File: config.mk
export PLATFORM = sky130hd
export DESIGN_NAME = reg_wb_ctrl
export DESIGN_NICKNAME = d
export VERILOG_FILES = /design/src/rtl/reg_wb_ctrl_pkg.sv /design/src/rtl/reg_wb_ctrl_wb_fifo.sv /design/src/rtl/reg_wb_ctrl.sv
export SDC_FILE = /design/constraint.sdc
export NUM_CORES = 1
export LEC_CHECK = 0
export ABC_AREA = 1
export CELL_PAD_IN_SITES_DETAIL_PLACEMENT = 1
export CELL_PAD_IN_SITES_GLOBAL_PLACEMENT = 1
export CORE_ASPECT_RATIO = 0.6
export CORE_MARGIN = 4
export CORE_UTILIZATION = 40
export DETAILED_ROUTE_END_ITERATION = 16
export PLACE_DENSITY = 0.77
export SLEW_MARGIN = 20
export SYNTH_ARGS = -nofsm -noshare
export SYNTH_HDL_FRONTEND = slang
export SYNTH_HIERARCHICAL = 1
export SYNTH_SLANG_ARGS = --single-unit
File: constraint.sdc
create_clock -name clk -period 4.3 [get_ports clk]
set_clock_uncertainty 0.1 [all_clocks]
set_input_delay 0.43 -clock clk [delete_from_list [all_inputs] [get_ports clk]]
set_output_delay 0.43 -clock clk [all_outputs]
set_load 0.05 [all_outputs]
File: src/rtl/reg_wb_ctrl_pkg.sv
// Shared CPU definitions: register index width, read-side FSM states and a
// scoreboard mask helper.
package reg_wb_ctrl_pkg;

    localparam int REG_IDX_W = 5;
    localparam int NUM_REGS  = 1 << REG_IDX_W;

    typedef enum logic [1:0] {
        IDLE   = 2'd0,
        STROBE = 2'd1,
        HOLD   = 2'd2
    } rd_state_t;

    // One-hot scoreboard mask; x0 never maps to a bit so it can never go busy.
    function automatic logic [NUM_REGS-1:0] reg_mask(input logic [REG_IDX_W-1:0] idx);
        reg_mask = '0;
        if (idx != '0) begin
            reg_mask[idx] = 1'b1;
        end
    endfunction

endpackage

File: src/rtl/reg_wb_ctrl_wb_fifo.sv
// Result queue between execute and register-file write-back. The head is read
// straight from registered storage and reads as zero while empty.
module wb_fifo #(
    parameter int WIDTH = 37,
    parameter int DEPTH = 2
) (
    input  logic             clk,
    input  logic             rst,
    input  logic             push,
    input  logic             pop,
    input  logic [WIDTH-1:0] wdata,
    output logic [WIDTH-1:0] rdata,
    output logic             valid,
    output logic             full
);

    localparam int PTR_W = (DEPTH > 1) ? $clog2(DEPTH) : 1;
    localparam int CNT_W = $clog2(DEPTH + 1);

    logic [WIDTH-1:0] mem [DEPTH];
    logic [PTR_W-1:0] wr_ptr;
    logic [PTR_W-1:0] rd_ptr;
    logic [CNT_W-1:0] count;

    // DEPTH is a power of two, so the pointers wrap by natural overflow.
    always_ff @(posedge clk or negedge rst) begin
        if (!rst) begin
            wr_ptr <= '0;
            rd_ptr <= '0;
            count  <= '0;
        end else begin
            if (push) begin
                wr_ptr <= wr_ptr + 1'b1;
            end
            if (pop) begin
                rd_ptr <= rd_ptr + 1'b1;
            end
            case ({push, pop})
                2'b10:   count <= count + 1'b1;
                2'b01:   count <= count - 1'b1;
                default: count <= count;
            endcase
        end
    end

    always_ff @(posedge clk) begin
        if (push) begin
            mem[wr_ptr] <= wdata;
        end
    end

    assign valid = (count != '0);
    assign full  = (count == CNT_W'(DEPTH));
    assign rdata = valid ? mem[rd_ptr] : '0;

endmodule

File: src/rtl/reg_wb_ctrl.sv
// Register-file read/write-back controller: busy scoreboard for issue hazards,
// a strobed read request FSM and a queued write-back path.
module reg_wb_ctrl
    import reg_wb_ctrl_pkg::*;
#(
    parameter int LEN   = 32,
    parameter int DEPTH = 2
) (
    input  logic                 clk,
    input  logic                 rst,
    input  logic                 rdy_in,
    input  logic                 iss_valid,
    input  logic [REG_IDX_W-1:0] iss_rs1,
    input  logic [REG_IDX_W-1:0] iss_rs2,
    input  logic [REG_IDX_W-1:0] iss_rd,
    output logic                 iss_ready,
    input  logic                 res_valid,
    input  logic [REG_IDX_W-1:0] res_rd,
    input  logic [LEN-1:0]       res_data,
    output logic                 res_ready,
    output logic [REG_IDX_W-1:0] rf_rs1,
    output logic [REG_IDX_W-1:0] rf_rs2,
    output logic                 rf_ex_signal,
    input  logic                 rf_stall,
    output logic                 rf_wb_flag,
    output logic [REG_IDX_W-1:0] rf_rd,
    output logic [LEN-1:0]       rf_data,
    output logic                 err
);

    rd_state_t           state;
    logic [NUM_REGS-1:0] busy;
    logic                fifo_full;
    logic                iss_fire;
    logic                res_fire;
    logic                push;
    logic                pop;
    logic [NUM_REGS-1:0] set_mask;
    logic [NUM_REGS-1:0] clr_mask;

    assign iss_ready = (state == IDLE) && !busy[iss_rs1] && !busy[iss_rs2]
                       && !busy[iss_rd] && rdy_in;
    assign res_ready = !fifo_full && rdy_in;
    assign iss_fire  = iss_valid && iss_ready;
    assign res_fire  = res_valid && res_ready;
    assign push      = res_fire && (res_rd != '0);
    assign pop       = rf_wb_flag && !rf_stall && rdy_in;
    assign set_mask  = iss_fire ? reg_mask(iss_rd) : '0;
    assign clr_mask  = pop ? reg_mask(rf_rd) : '0;

    wb_fifo #(
        .WIDTH (LEN + REG_IDX_W),
        .DEPTH (DEPTH)
    ) u_wb_fifo (
        .clk   (clk),
        .rst   (rst),
        .push  (push),
        .pop   (pop),
        .wdata ({res_rd, res_data}),
        .rdata ({rf_rd, rf_data}),
        .valid (rf_wb_flag),
        .full  (fifo_full)
    );

    always_ff @(posedge clk or negedge rst) begin
        if (!rst) begin
            state        <= IDLE;
            rf_ex_signal <= 1'b0;
            rf_rs1       <= '0;
            rf_rs2       <= '0;
        end else if (rdy_in) begin
            case (state)
                IDLE: begin
                    if (iss_fire) begin
                        rf_rs1       <= iss_rs1;
                        rf_rs2       <= iss_rs2;
                        rf_ex_signal <= 1'b1;
                        state        <= STROBE;
                    end
                end
                STROBE: begin
                    rf_ex_signal <= 1'b0;
                    state        <= HOLD;
                end
                HOLD: begin
                    if (!rf_stall) begin
                        state <= IDLE;
                    end
                end
                default: begin
                    rf_ex_signal <= 1'b0;
                    state        <= IDLE;
                end
            endcase
        end
    end

    // Clear before set, so a same-edge issue to the register being retired stays busy.
    always_ff @(posedge clk or negedge rst) begin
        if (!rst) begin
            busy <= '0;
            err  <= 1'b0;
        end else begin
            busy <= (busy & ~clr_mask) | set_mask;
            if (push && !busy[res_rd]) begin
                err <= 1'b1;
            end
        end
    end

endmodule
== After elaboration in Yosys (flattened, before gate mapping) ==
Memories as Yosys holds them, arrays and structs flattened.
Index checks and enable logic that the tools add are counted.

* Output and inout port bits: 52
* Input bits: 58
* Flip-flop bits (word level): 50
* Memory bits (writable): 74
* Memories kept: 1
* Word-level logic and storage cells: 85

{| class="wikitable"
|+ Memory list
! name !! depth !! bits a word !! rd ports !! clocked after Yosys merged registers in !! wr ports !! RTL line !! text
|-
| u_wb_fifo.mem || 2 || 37 || 1 || 0 || 1 || reg_wb_ctrl_wb_fifo.sv:20 || <nowiki>logic [WIDTH-1:0] mem [DEPTH];</nowiki>
|}

* Magnitude comparators: 7
* Equality and inequality tests: 7
* Reductions and logical operators: 28
* Mux-type cells: 25
* Add/subtract/negate cells: 4
* Bitwise operators: 4

{| class="wikitable"
|+ Operator list
! operator !! number
|-
| $mux 32 || 4
|-
| $mux 37 || 1
|-
| $and 32x32->32 || 1
|-
| $not 32->32 || 1
|-
| $or 32x32->32 || 1
|-
| $lt 5x6->1 const B || 5
|-
| $bmux 1 s5 || 4
|-
| $reduce_bool 5->1 || 3
|-
| $logic_and 1x1->1 || 13
|-
| $demux 1 s5 || 2
|-
| $ge 5x1->1 const B || 2
|-
| $mux 1 || 9
|-
| $reduce_and 3->1 || 3
|-
| $eq 2x2->1 const B || 3
|-
| $logic_not 1->1 || 6
|-
| $pmux 2 s3 || 1
|-
| $eq 2x1->1 const B || 2
|-
| $mux 2 || 2
|-
| $ne 2x2->1 const B || 2
|-
| $pmux 2 s2 || 1
|-
| $reduce_bool 2->1 || 2
|-
| $add 1x1->1 const B || 2
|-
| $add 2x1->2 const B || 1
|-
| $logic_not 2->1 || 1
|-
| other kinds (3) || 3
|}

== Longest topological paths before layout ==
Gate-level depths: netlist (run 1).

* Depth in word-level cells: 11
* Mapped depth: 16
* Gate-level depth less buffers: 13

== By module ==
Netlist (run 1), hierarchy kept.

{| class="wikitable"
|+ Modules (own cells, without submodules)
! module !! seq. area each (um^2) !! times used !! cells an instance !! area each (um^2)
|-
| reg_wb_ctrl || 1151.1 || 1 || 586 || 3676.0
|-
| wb_fifo || 2322.2 || 1 || 222 || 3061.7
|}

== Worst setup path before layout (run 1) ==
Ideal clock, no wire load.

* Kind: register to register
* Start point: register u_wb_fifo.count[1]
* End point: memory u_wb_fifo.mem[0][0] (enable)
* Library setup time: 0.431 ns
* Clock period less this slack: 3.787 ns
* Slack: 0.513 ns
* Data required time: 3.769 ns
* Arrival: 3.256 ns
* Path buffers: 0
* Stages on the path, launching flop included: 8
* Path through: dfrtp_1 -> inv_1 -> nor2_1 -> nor2_1 -> o311ai_0 -> inv_1 -> inv_1 -> nor2_1

* Longest elaborated chain between the ends: 7

{| class="wikitable"
|+ RTL lines
! element !! RTL line !! text
|-
| start, declared || reg_wb_ctrl_wb_fifo.sv:23 || <nowiki>logic [CNT_W-1:0] count;</nowiki>
|-
| start signal, assigned || reg_wb_ctrl_wb_fifo.sv:39 || <nowiki>2'b10: count <= count + 1'b1;</nowiki>
|-
| start signal, assigned || reg_wb_ctrl_wb_fifo.sv:40 || <nowiki>2'b01: count <= count - 1'b1;</nowiki>
|-
| start signal, assigned || reg_wb_ctrl_wb_fifo.sv:41 || <nowiki>default: count <= count;</nowiki>
|-
| $eq 2x2->1 || reg_wb_ctrl_wb_fifo.sv:53 || <nowiki>assign full = (count == CNT_W'(DEPTH));</nowiki>
|-
| named net fifo_full || reg_wb_ctrl.sv:33 || <nowiki>logic fifo_full;</nowiki>
|-
| $logic_not 1->1 || reg_wb_ctrl.sv:43 || <nowiki>assign res_ready = !fifo_full && rdy_in;</nowiki>
|-
| $logic_and 1x1->1 || reg_wb_ctrl.sv:43 ||
|-
| named net res_ready || reg_wb_ctrl.sv:20 || <nowiki>output logic res_ready,</nowiki>
|-
| $logic_and 1x1->1 || reg_wb_ctrl.sv:45 || <nowiki>assign res_fire = res_valid && res_ready;</nowiki>
|-
| $logic_and 1x1->1 || reg_wb_ctrl.sv:46 || <nowiki>assign push = res_fire && (res_rd != '0);</nowiki>
|-
| named net push || reg_wb_ctrl.sv:36 || <nowiki>logic push;</nowiki>
|-
| $mux 1 || reg_wb_ctrl_wb_fifo.sv:47 || <nowiki>if (push) begin</nowiki>
|-
| $mux 1 (not written as such) || reg_wb_ctrl_wb_fifo.sv:48 || <nowiki>mem[wr_ptr] <= wdata;</nowiki>
|-
| end, declared || reg_wb_ctrl_wb_fifo.sv:20 ||
|}

The timed path passes the listed nets, and every way through them passes these cells.

== Final worst setup path (run 1) ==
* Start point: input iss_rd[0]
* End point: output iss_ready

* Longest elaborated chain between the ends: 5

{| class="wikitable"
|+ RTL lines
! element !! RTL line !! text
|-
| start, declared || reg_wb_ctrl.sv:15 || <nowiki>input logic [REG_IDX_W-1:0] iss_rd,</nowiki>
|-
| $bmux 1 s5 || reg_wb_ctrl.sv:42 || <nowiki>&& !busy[iss_rd] && rdy_in;</nowiki>
|-
| $mux 1 (not written as such) || reg_wb_ctrl.sv:42 ||
|-
| $logic_not 1->1 || reg_wb_ctrl.sv:42 ||
|-
| $logic_and 1x1->1 (2 in a row) || reg_wb_ctrl.sv:42 ||
|-
| end, declared || reg_wb_ctrl.sv:16 || <nowiki>output logic iss_ready,</nowiki>
|}

No other way between the ends. The select of a mux whose other input is x is not followed.

==> results of run 1 <==
-- critical path, stage by stage --
cell and delay (ns):
sky130_fd_sc_hd__clkdlybuf4s50_1 0.73, sky130_fd_sc_hd__buf_4 0.29, sky130_fd_sc_hd__o21ai_1 0.10, sky130_fd_sc_hd__nand2_1 0.06, sky130_fd_sc_hd__nand2_1 0.07, sky130_fd_sc_hd__nand2_1 0.05, sky130_fd_sc_hd__nand2_1 0.06, sky130_fd_sc_hd__nor2_2 0.09
sky130_fd_sc_hd__nand3_2 0.17, sky130_fd_sc_hd__nor3_1 0.27, sky130_fd_sc_hd__clkdlybuf4s50_1 0.85
-- flip-flops by register name, indices dropped and copies added, names as in the netlist --
name	count
rf_rs2	5
rf_ex_signal	1
state	2
u_wb_fifo/rd_ptr	1
err	1
u_wb_fifo/mem	74
rf_rs1	5
u_wb_fifo/wr_ptr	1
u_wb_fifo/count	2
busy	32
-- logic make-up (layout without fill, tap and decap cells) --
family / after synthesis / in the layout / share of synthesized area (%)
and+or+nand+nor: 452 / 452 / 29.17
DFF: 124 / 124 / 51.55
AOI/OAI and AO/OA: 118 / 118 / 10.27
buffers and inverters: 109 / 221 / 8.282
xor gates and xnor gates: 3 / 3 / 0.3900
adders and majority gates: 1 / 1 / 0.1857
muxes: 1 / 1 / 0.1486
-- per-layer routing --
metal,track usage (%),vias up,wire [microns]
li1,-,2915,-
met1,37.84,3159,11170
met2,39.91,238,10710
met3,5.346,39,1974
met4,7.731,0,483
met5,0,-,0
-- metrics by stage --
stage | total power, mW | instance area, sq um | worst slack [ns] | hold slack [ns]
3_3_place_gp | 4.479 | 7930 | 0.6694 | 0.3532
5_1_grt | 6.311 | 8532 | 0.4237 | 0.08535
4_1_cts | 6.054 | 8532 | 0.5934 | 0.04562
2_1_floorplan | 3.571 | 6738 | 0.5126 | 0.03441
6_report | 6.037 | 8532 | 0.5775 | 0.01521
3_5_place_dp | 4.547 | 7930 | 0.5972 | 0.3583
-- area by class of cell --
type | instances | area (sq um)
sequential | 124 | 3473
timing repair buffer | 122 | 1196
inverter | 67 | 256.5
fill | 1928 | 7819
clock inverter | 15 | 176.4
clock buffer | 17 | 425.4
multi-input combinational | 575 | 2719
tap | 228 | 285.3
-- cells in the final DEF, fill, tap and decap left out, types with 2 or more instances in the layout --
master	Yosys	final
sky130_fd_sc_hd__nand2_1	272	272
sky130_fd_sc_hd__clkdlybuf4s50_1	0	108
sky130_fd_sc_hd__edfxtp_1	74	74
sky130_fd_sc_hd__nand3_1	65	65
sky130_fd_sc_hd__inv_1	61	61
sky130_fd_sc_hd__o21ai_0	52	52
sky130_fd_sc_hd__nor2_1	51	50
sky130_fd_sc_hd__dfrtp_1	50	50
sky130_fd_sc_hd__nand4_1	44	44
sky130_fd_sc_hd__a21oi_1	31	31
sky130_fd_sc_hd__a21oi_2	19	19
sky130_fd_sc_hd__clkbuf_16	0	17
sky130_fd_sc_hd__buf_4	1	12
sky130_fd_sc_hd__nor3_1	9	9
sky130_fd_sc_hd__o211ai_1	6	6
sky130_fd_sc_hd__o21ai_1	5	5
sky130_fd_sc_hd__inv_6	1	5
sky130_fd_sc_hd__inv_8	0	5
sky130_fd_sc_hd__inv_2	4	4
sky130_fd_sc_hd__nand2_2	3	3
sky130_fd_sc_hd__clkinvlp_4	0	3
sky130_fd_sc_hd__nor2_2	3	2
sky130_fd_sc_hd__nand2_4	2	2
sky130_fd_sc_hd__o21ai_2	2	2
sky130_fd_sc_hd__clkinv_8	0	2
sky130_fd_sc_hd__nor2_4	0	2
sky130_fd_sc_hd__xor2_1	2	2
-- synthesized netlist by cell type --
library cell / instances
sky130_fd_sc_hd__ha_1: 1
sky130_fd_sc_hd__o211ai_1: 6
sky130_fd_sc_hd__nand2_1: 272
sky130_fd_sc_hd__nor2_8: 1
sky130_fd_sc_hd__o21ai_2: 2
sky130_fd_sc_hd__inv_6: 1
sky130_fd_sc_hd__buf_6: 16
sky130_fd_sc_hd__inv_1: 61
sky130_fd_sc_hd__buf_2: 15
sky130_fd_sc_hd__xor2_1: 2
sky130_fd_sc_hd__nand2_4: 2
sky130_fd_sc_hd__nand3_2: 1
sky130_fd_sc_hd__dfrtp_1: 50
sky130_fd_sc_hd__clkinv_1: 1
sky130_fd_sc_hd__a31oi_1: 1
sky130_fd_sc_hd__o21bai_1: 1
sky130_fd_sc_hd__clkbuf_1: 5
sky130_fd_sc_hd__a21oi_1: 31
sky130_fd_sc_hd__edfxtp_1: 74
sky130_fd_sc_hd__mux2i_1: 1
sky130_fd_sc_hd__buf_1: 4
sky130_fd_sc_hd__o311ai_0: 1
sky130_fd_sc_hd__a21oi_2: 19
sky130_fd_sc_hd__o21ai_1: 5
sky130_fd_sc_hd__nand3_4: 1
sky130_fd_sc_hd__nor2_2: 3
sky130_fd_sc_hd__nand4_1: 44
sky130_fd_sc_hd__nor3_1: 9
sky130_fd_sc_hd__xnor2_1: 1
sky130_fd_sc_hd__clkbuf_2: 1
sky130_fd_sc_hd__buf_4: 1
sky130_fd_sc_hd__nand3_1: 65
sky130_fd_sc_hd__nor2_1: 51
sky130_fd_sc_hd__inv_2: 4
sky130_fd_sc_hd__o21ai_0: 52
sky130_fd_sc_hd__nand2_2: 3
-- worst max path at each step --
stage	slack, ns	depth (start not counted)	end	from
3_5_place_dp	0.60	11	iss_ready	iss_rd[0]
2_1_floorplan	0.51	7	u_wb_fifo/mem[0][0]	u_wb_fifo/count[1]
5_1_grt	0.42	10	iss_ready	iss_rs1[1]
4_1_cts	0.59	11	iss_ready	iss_rd[0]
6_report	0.58	11	iss_ready	iss_rd[0]
3_3_place_gp	0.67	11	iss_ready	iss_rd[0]
-- report_power, final --
group          leakage, nW  switching, mW  total (mW)  internal (mW)
combinational         1.93           1.97        2.78          0.808
sequential            1.33          0.277        1.79           1.51
clock                0.286          0.637        1.47          0.832
total                 3.55           2.89        6.04           3.15
==> impl_summary.log, run 1 <==
[metrics] GRT Util Overall: 26.13%
[metrics] number of global-route vias before repair: 6595
[metrics] Net count, final: 966
[metrics] tightest slew margin relative to the limit: 43.96%
[metrics] total setup violations reported at the end of the flow: 0
[metrics] top post-synthesis cells by area: sky130_fd_sc_hd__edfxtp_1 (33%), sky130_fd_sc_hd__dfrtp_1 (19%), sky130_fd_sc_hd__nand2_1 (15%)
[metrics] largest net degree at the start of global routing: 51
[metrics] Hold Buf Count CTS: 0
[metrics] Vias: 6351
[metrics] Die X: 175.6 microns
[metrics] Yosys Warn Count: 6
[metrics] r2r setup slk: 1.70 ns
[metrics] clock tree from TritonCTS: built
[metrics] post-placement cell count: 1116
[metrics] syn_area_per_cell: 8.339 sq um
[metrics] # diodes: 0
[metrics] total clock buffers created by CTS: 17
[metrics] post-synthesis cell count: 808
[metrics] Final Hold Violating Endpoints: 0
[metrics] remaining design rule violation count: 0
[metrics] synthesis-to-finish area growth: 26.63%
[metrics] utilization after layout: 52.18%
[metrics] cells on worst reg2reg path: 8
[metrics] # rows: 36
[metrics] clock latency reported for the late side of the worst-skew pair: 0.42 ns
[metrics] worst reg2reg path startpoint: u_wb_fifo/count[1]
[metrics] number of vias per cell: 5.532
[metrics] total negative slack: 0 ns
[metrics] number of maximum-capacitance constraint violations: 0
[metrics] clock-pin slew of the registers on the worst-case setup and hold paths: 0.07 ns
[metrics] synthesized cell area: 6738 sq um
[metrics] Max Fanout on Critical Path: 16
[metrics] grt total ovfl: 0
[metrics] number of buffers added for setup after CTS: 0
[metrics] cell type with the largest total area after synthesis: sky130_fd_sc_hd__edfxtp_1
[metrics] kind of end point of the critical path: output port
[metrics] run status: finished clean
[metrics] number of non-filler instances in the completed layout: 1148
[metrics] cell area power density: 707.6 nW/um^2
[metrics] required time at the worst-slack endpoint: 3.77 ns
[metrics] I/O Pins: 110
[metrics] leakage power summed over all cells: 3.548 nW
[metrics] Root Buffer: sky130_fd_sc_hd__clkbuf_16
[metrics] placer's final routability congestion estimate: 0.9409
[metrics] wire length of the first global-routing pass: 38180 microns
[metrics] die outline height: 108.5 microns
[metrics] depth of the CTS H-tree: 4
[metrics] Total Die Area: 19050 sq um
[metrics] worst vdd rail ir drop: 0.3891 mV
[metrics] detailed-routing iteration count for the pre-antenna-repair pass: 5
[metrics] Worst Hold Class: in2async
[metrics] max-slew violation count: 0
[metrics] actual slew at the worst max-slew pin: 0.8397 ns
[metrics] dpl hpwl: 17120 microns
[metrics] clock sinks: 124
[metrics] final worst-path cycle share: 86.57%
[metrics] Routed wire per std cell: 21.21 microns
[metrics] I/O Buffers: 109
[metrics] maximum buffer depth of the clock tree: 2
[metrics] total wire length after detailed routing: 24350 microns
[metrics] number of flip-flops and latches in the synthesized netlist: 124
[metrics] achievable frequency: 268.6 MHz
[metrics] post-layout min period: 3.723 ns
[metrics] WS Path Type: in2out
[metrics] Yosys cell types: 36
[metrics] nature of the critical path startpoint: primary input
[metrics] share of cells above drive strength 1: 9.130%
[metrics] First DRT Iteration DRCs: 570
[metrics] area fraction of the dominant cell type after synthesis: 32.98%
[metrics] number of antenna violations at the first check in global routing: 0
[metrics] Reg-to-Reg End: u_wb_fifo/mem[1][11]
[metrics] data arrival time of the critical path: 3.19 ns
[metrics] unrepaired setup endpoints after global routing: no
[metrics] Net Count, Synth: 867
[metrics] floorplan core area: 16350 sq um
[metrics] cts repair resizes: 0
[metrics] post-synthesis sequential area ratio: 51.55%
[metrics] Detail Route Antenna Nets: 0
[metrics] Starting Density: 41.21%
No activity file was read; power rests on OpenSTA's default activity.
==> run 2, diff against run 1 <==
--- a/config.mk
+++ b/config.mk
@@ -12,9 +12,9 @@
 export CORE_MARGIN = 4
 export CORE_UTILIZATION = 40
 export DETAILED_ROUTE_END_ITERATION = 16
-export PLACE_DENSITY = 0.77
+export GPL_TIMING_DRIVEN = 0
+export PLACE_DENSITY = 0.78
 export SLEW_MARGIN = 20
 export SYNTH_ARGS = -nofsm -noshare
 export SYNTH_HDL_FRONTEND = slang
-export SYNTH_HIERARCHICAL = 1
 export SYNTH_SLANG_ARGS = --single-unit
==> impl_summary.log, run 2 <==
[metrics] GRT Util Overall: 25.75%
[metrics] remaining design rule violation count: 0
[metrics] required time at the worst-slack endpoint: 3.77 ns
[metrics] count of filler cells inserted in the layout: 1861
[metrics] cells on worst reg2reg path: 9
[metrics] Net Count, Synth: 821
[metrics] Root Buffer: sky130_fd_sc_hd__clkbuf_16
[metrics] number of enable-type register cells in the synthesized netlist: 74
[metrics] number of buffers added for setup after CTS: 0
[metrics] Worst Hold Class: in2reg
[metrics] dpl hpwl: 16970 microns
[metrics] syn_area_per_cell: 8.369 sq um
[metrics] number of maximum-capacitance constraint violations: 0
[metrics] area fraction of the dominant cell type after synthesis: 34.84%
[metrics] total negative slack: 0 ns
[metrics] clock-pin slew of the registers on the worst-case setup and hold paths: 0.07 ns
[metrics] Die X: 171.0 microns
[metrics] # rows: 35
[metrics] run status: finished clean
[metrics] grt total ovfl: 0
[metrics] leakage power summed over all cells: 3.362 nW
[metrics] kind of end point of the critical path: output port
[metrics] synthesis-to-finish area growth: 30.31%
[metrics] number of global-route vias before repair: 6083
[metrics] Yosys Warn Count: 0
[metrics] cts repair resizes: 0
[metrics] cell type with the largest total area after synthesis: sky130_fd_sc_hd__edfxtp_1
[metrics] die outline height: 105.8 microns
[metrics] floorplan core area: 15500 sq um
[metrics] depth of the CTS H-tree: 4
[metrics] final worst-path cycle share: 87.34%
[metrics] Largest register FFs: 74
[metrics] number of antenna violations at the first check in global routing: 0
[metrics] Net count, final: 949
[metrics] tightest slew margin relative to the limit: 30.80%
[metrics] I/O Buffers: 106
[metrics] share of cells above drive strength 1: 9.081%
[metrics] largest registers: u_wb_fifo.mem: 74 flops, busy: 32 flops
[metrics] # diodes: 0
[metrics] unrepaired setup endpoints after global routing: no
[metrics] number of vias per cell: 5.546
[metrics] Final Hold Violating Endpoints: 0
[metrics] I/O Pins: 110
[metrics] post-synthesis cell count: 762
[metrics] detailed-routing iteration count for the pre-antenna-repair pass: 6
[metrics] clock tree from TritonCTS: built
[metrics] Detail Route Antenna Nets: 0
[metrics] synthesized cell area: 6377 sq um
[metrics] Routed wire per std cell: 20.69 microns
[metrics] post-synthesis sequential area ratio: 54.46%
[metrics] number of flip-flops and latches in the synthesized netlist: 124
[metrics] actual slew at the worst max-slew pin: 1.030 ns
[metrics] number of non-filler instances in the completed layout: 1106
[metrics] post-route standard cell area excluding fillers: 8310 sq um
[metrics] hold-critical path depth: 3
[metrics] total setup violations reported at the end of the flow: 0
[metrics] launch point of the worst hold path: iss_rs2[1]
[metrics] cell area power density: 706.1 nW/um^2
[metrics] most frequent cell after synthesis: sky130_fd_sc_hd__nand2_1
[metrics] Max Fanout on Critical Path: 10
[metrics] Yosys cell types: 29
[metrics] worst vdd rail ir drop: 0.5286 mV
[metrics] async set-reset flop share out of synthesis: 40.32%
[metrics] Vias: 6134
[metrics] Starting Density: 41.14%
[metrics] WHS: 0.2950 ns
[metrics] total clock buffers created by CTS: 17
[metrics] placer's final routability congestion estimate: 0.9015
[metrics] most frequent cells in the layout: sky130_fd_sc_hd__nand2_1 (275), sky130_fd_sc_hd__clkdlybuf4s50_1 (105), sky130_fd_sc_hd__edfxtp_1 (74), sky130_fd_sc_hd__o21ai_0 (60)
[metrics] max-slew violation count: 0
[metrics] worst reg2reg path startpoint: u_wb_fifo.rd_ptr
[metrics] maximum buffer depth of the clock tree: 2
[metrics] top post-synthesis cells by area: sky130_fd_sc_hd__edfxtp_1 (35%), sky130_fd_sc_hd__dfrtp_1 (20%), sky130_fd_sc_hd__nand2_1 (16%)
[metrics] WS Path Type: reg2out
[metrics] First DRT Iteration DRCs: 636
[metrics] clock sinks: 124
[metrics] Reg-to-Reg End: busy[15]
[metrics] most common library cell in the layout ignoring fill and taps: sky130_fd_sc_hd__nand2_1
[metrics] clock latency reported for the late side of the worst-skew pair: 0.43 ns
[metrics] data arrival time of the critical path: 3.23 ns
[metrics] PnR Total Power: 5.868 mW
[metrics] largest reg by FF count: u_wb_fifo.mem
[metrics] leading register cell type out of synthesis: sky130_fd_sc_hd__edfxtp_1
[metrics] largest net degree at the start of global routing: 51
[metrics] worst min-delay path endpoint: rf_rs2[1]
[metrics] placed cell areas: 7745 sq um
[metrics] r2r setup slk: 1.39 ns
[metrics] post-placement cell count: 1073
[metrics] total wire length after detailed routing: 22890 microns
[metrics] wire length of the first global-routing pass: 35390 microns
[metrics] list of most frequent post-synthesis cells: sky130_fd_sc_hd__nand2_1 (275), sky130_fd_sc_hd__edfxtp_1 (74), sky130_fd_sc_hd__o21ai_0 (60)
[metrics] achievable frequency: 266.3 MHz
[metrics] nature of the critical path startpoint: register
[metrics] Total Die Area: 18090 sq um
[metrics] post-layout min period: 3.755 ns
## run 2: cell count changes in the layout (fill, tap and decap cells not counted), sizes merged, moves of 3 or more
| cell | previous run | this run |
|---|---|---|
| nand4 | 44 | 10 |
| o21ai | 59 | 91 |
| clkbuf | 17 | 34 |
| nor2 | 55 | 38 |
| nand3 | 67 | 52 |
| inv | 75 | 65 |
| buf | 14 | 20 |
| a21oi | 50 | 53 |
| clkdlybuf4s50 | 108 | 105 |
| nor3 | 9 | 12 |
| o211ai | 6 | 9 |
## run 2: repair_timing
action                                 4_1_cts  5_1_grt
setup endpoints to repair                    0        0
endpoints found under the hold margin       50        0
hold buffers                                 1        0
## run 2: layout make-up
class / instances / area (sq um) / area share [%]
Buffer: 34 / 175.2 / 2.108
Clock buffer: 17 / 425.4 / 5.119
Clock inverter: 15 / 130.1 / 1.566
Inverter: 56 / 210.2 / 2.529
Multi-Input combinational cell: 548 / 2534 / 30.49
Sequential cell: 124 / 3473 / 41.79
Tap cell: 203 / 254.0 / 3.056
Timing Repair Buffer: 109 / 1109 / 13.34
## run 2: per-layer routing
| layer | GRT usage [%] | up-vias | routed length [microns] |
|---|---|---|---|
| met2 | 36.38 | 256 | 9559 |
| li1 | - | 2811 | - |
| met3 | 4.723 | 30 | 1785 |
| met1 | 40.73 | 3037 | 11320 |
| met4 | 5.766 | 0 | 223 |
| met5 | 0 | - | 0 |
## run 2: through the flow
stage	util, %	setup WS (ns)
final	53.61	0.5446
after global routing	53.61	0.4511
after detailed placement	49.96	0.6721
after floorplan	-	0.5095
after CTS	53.61	0.6085
after global placement	49.62	-0.4508
## run 2: how the worst max path moves through the flow
stage	from	endpoint	slack, ns	depth (start not counted)
after CTS	u_wb_fifo.rd_ptr	rf_rd[3]	0.61	5
after floorplan	rdy_in	u_wb_fifo.mem[1][0]	0.51	6
after detailed placement	iss_rd[1]	iss_ready	0.67	12
after global placement	res_rd[1]	u_wb_fifo.mem[1][23]	-0.45	6
final	u_wb_fifo.rd_ptr	rf_rd[3]	0.54	5
after global routing	rdy_in	iss_ready	0.45	8
## run 2: worst max-delay path: stages, from the launching register on
cell	delay, ns
sky130_fd_sc_hd__dfrtp_1	0.37
sky130_fd_sc_hd__inv_1	0.09
sky130_fd_sc_hd__clkbuf_1	0.43
sky130_fd_sc_hd__nor2_1	0.11
sky130_fd_sc_hd__nor3_1	0.80
sky130_fd_sc_hd__clkdlybuf4s50_1	0.99
## run 2: cells by family after synthesis
family / after synthesis / synth area share, %
xor+xnor: 3 / 0.4121
flops: 124 / 54.46
fa+ha+maj: 1 / 0.1962
buf+inv: 90 / 6.043
compound gates: 154 / 13.83
mux: 1 / 0.1570
simple gates: 389 / 24.90
## run 2: report_power, final
| part | switching, mW | leakage (nW) | internal (mW) |
|---|---|---|---|
| Clock | 0.620 | 0.276 | 0.760 |
| Sequential | 0.222 | 1.33 | 1.51 |
| Combinational | 1.95 | 1.76 | 0.806 |
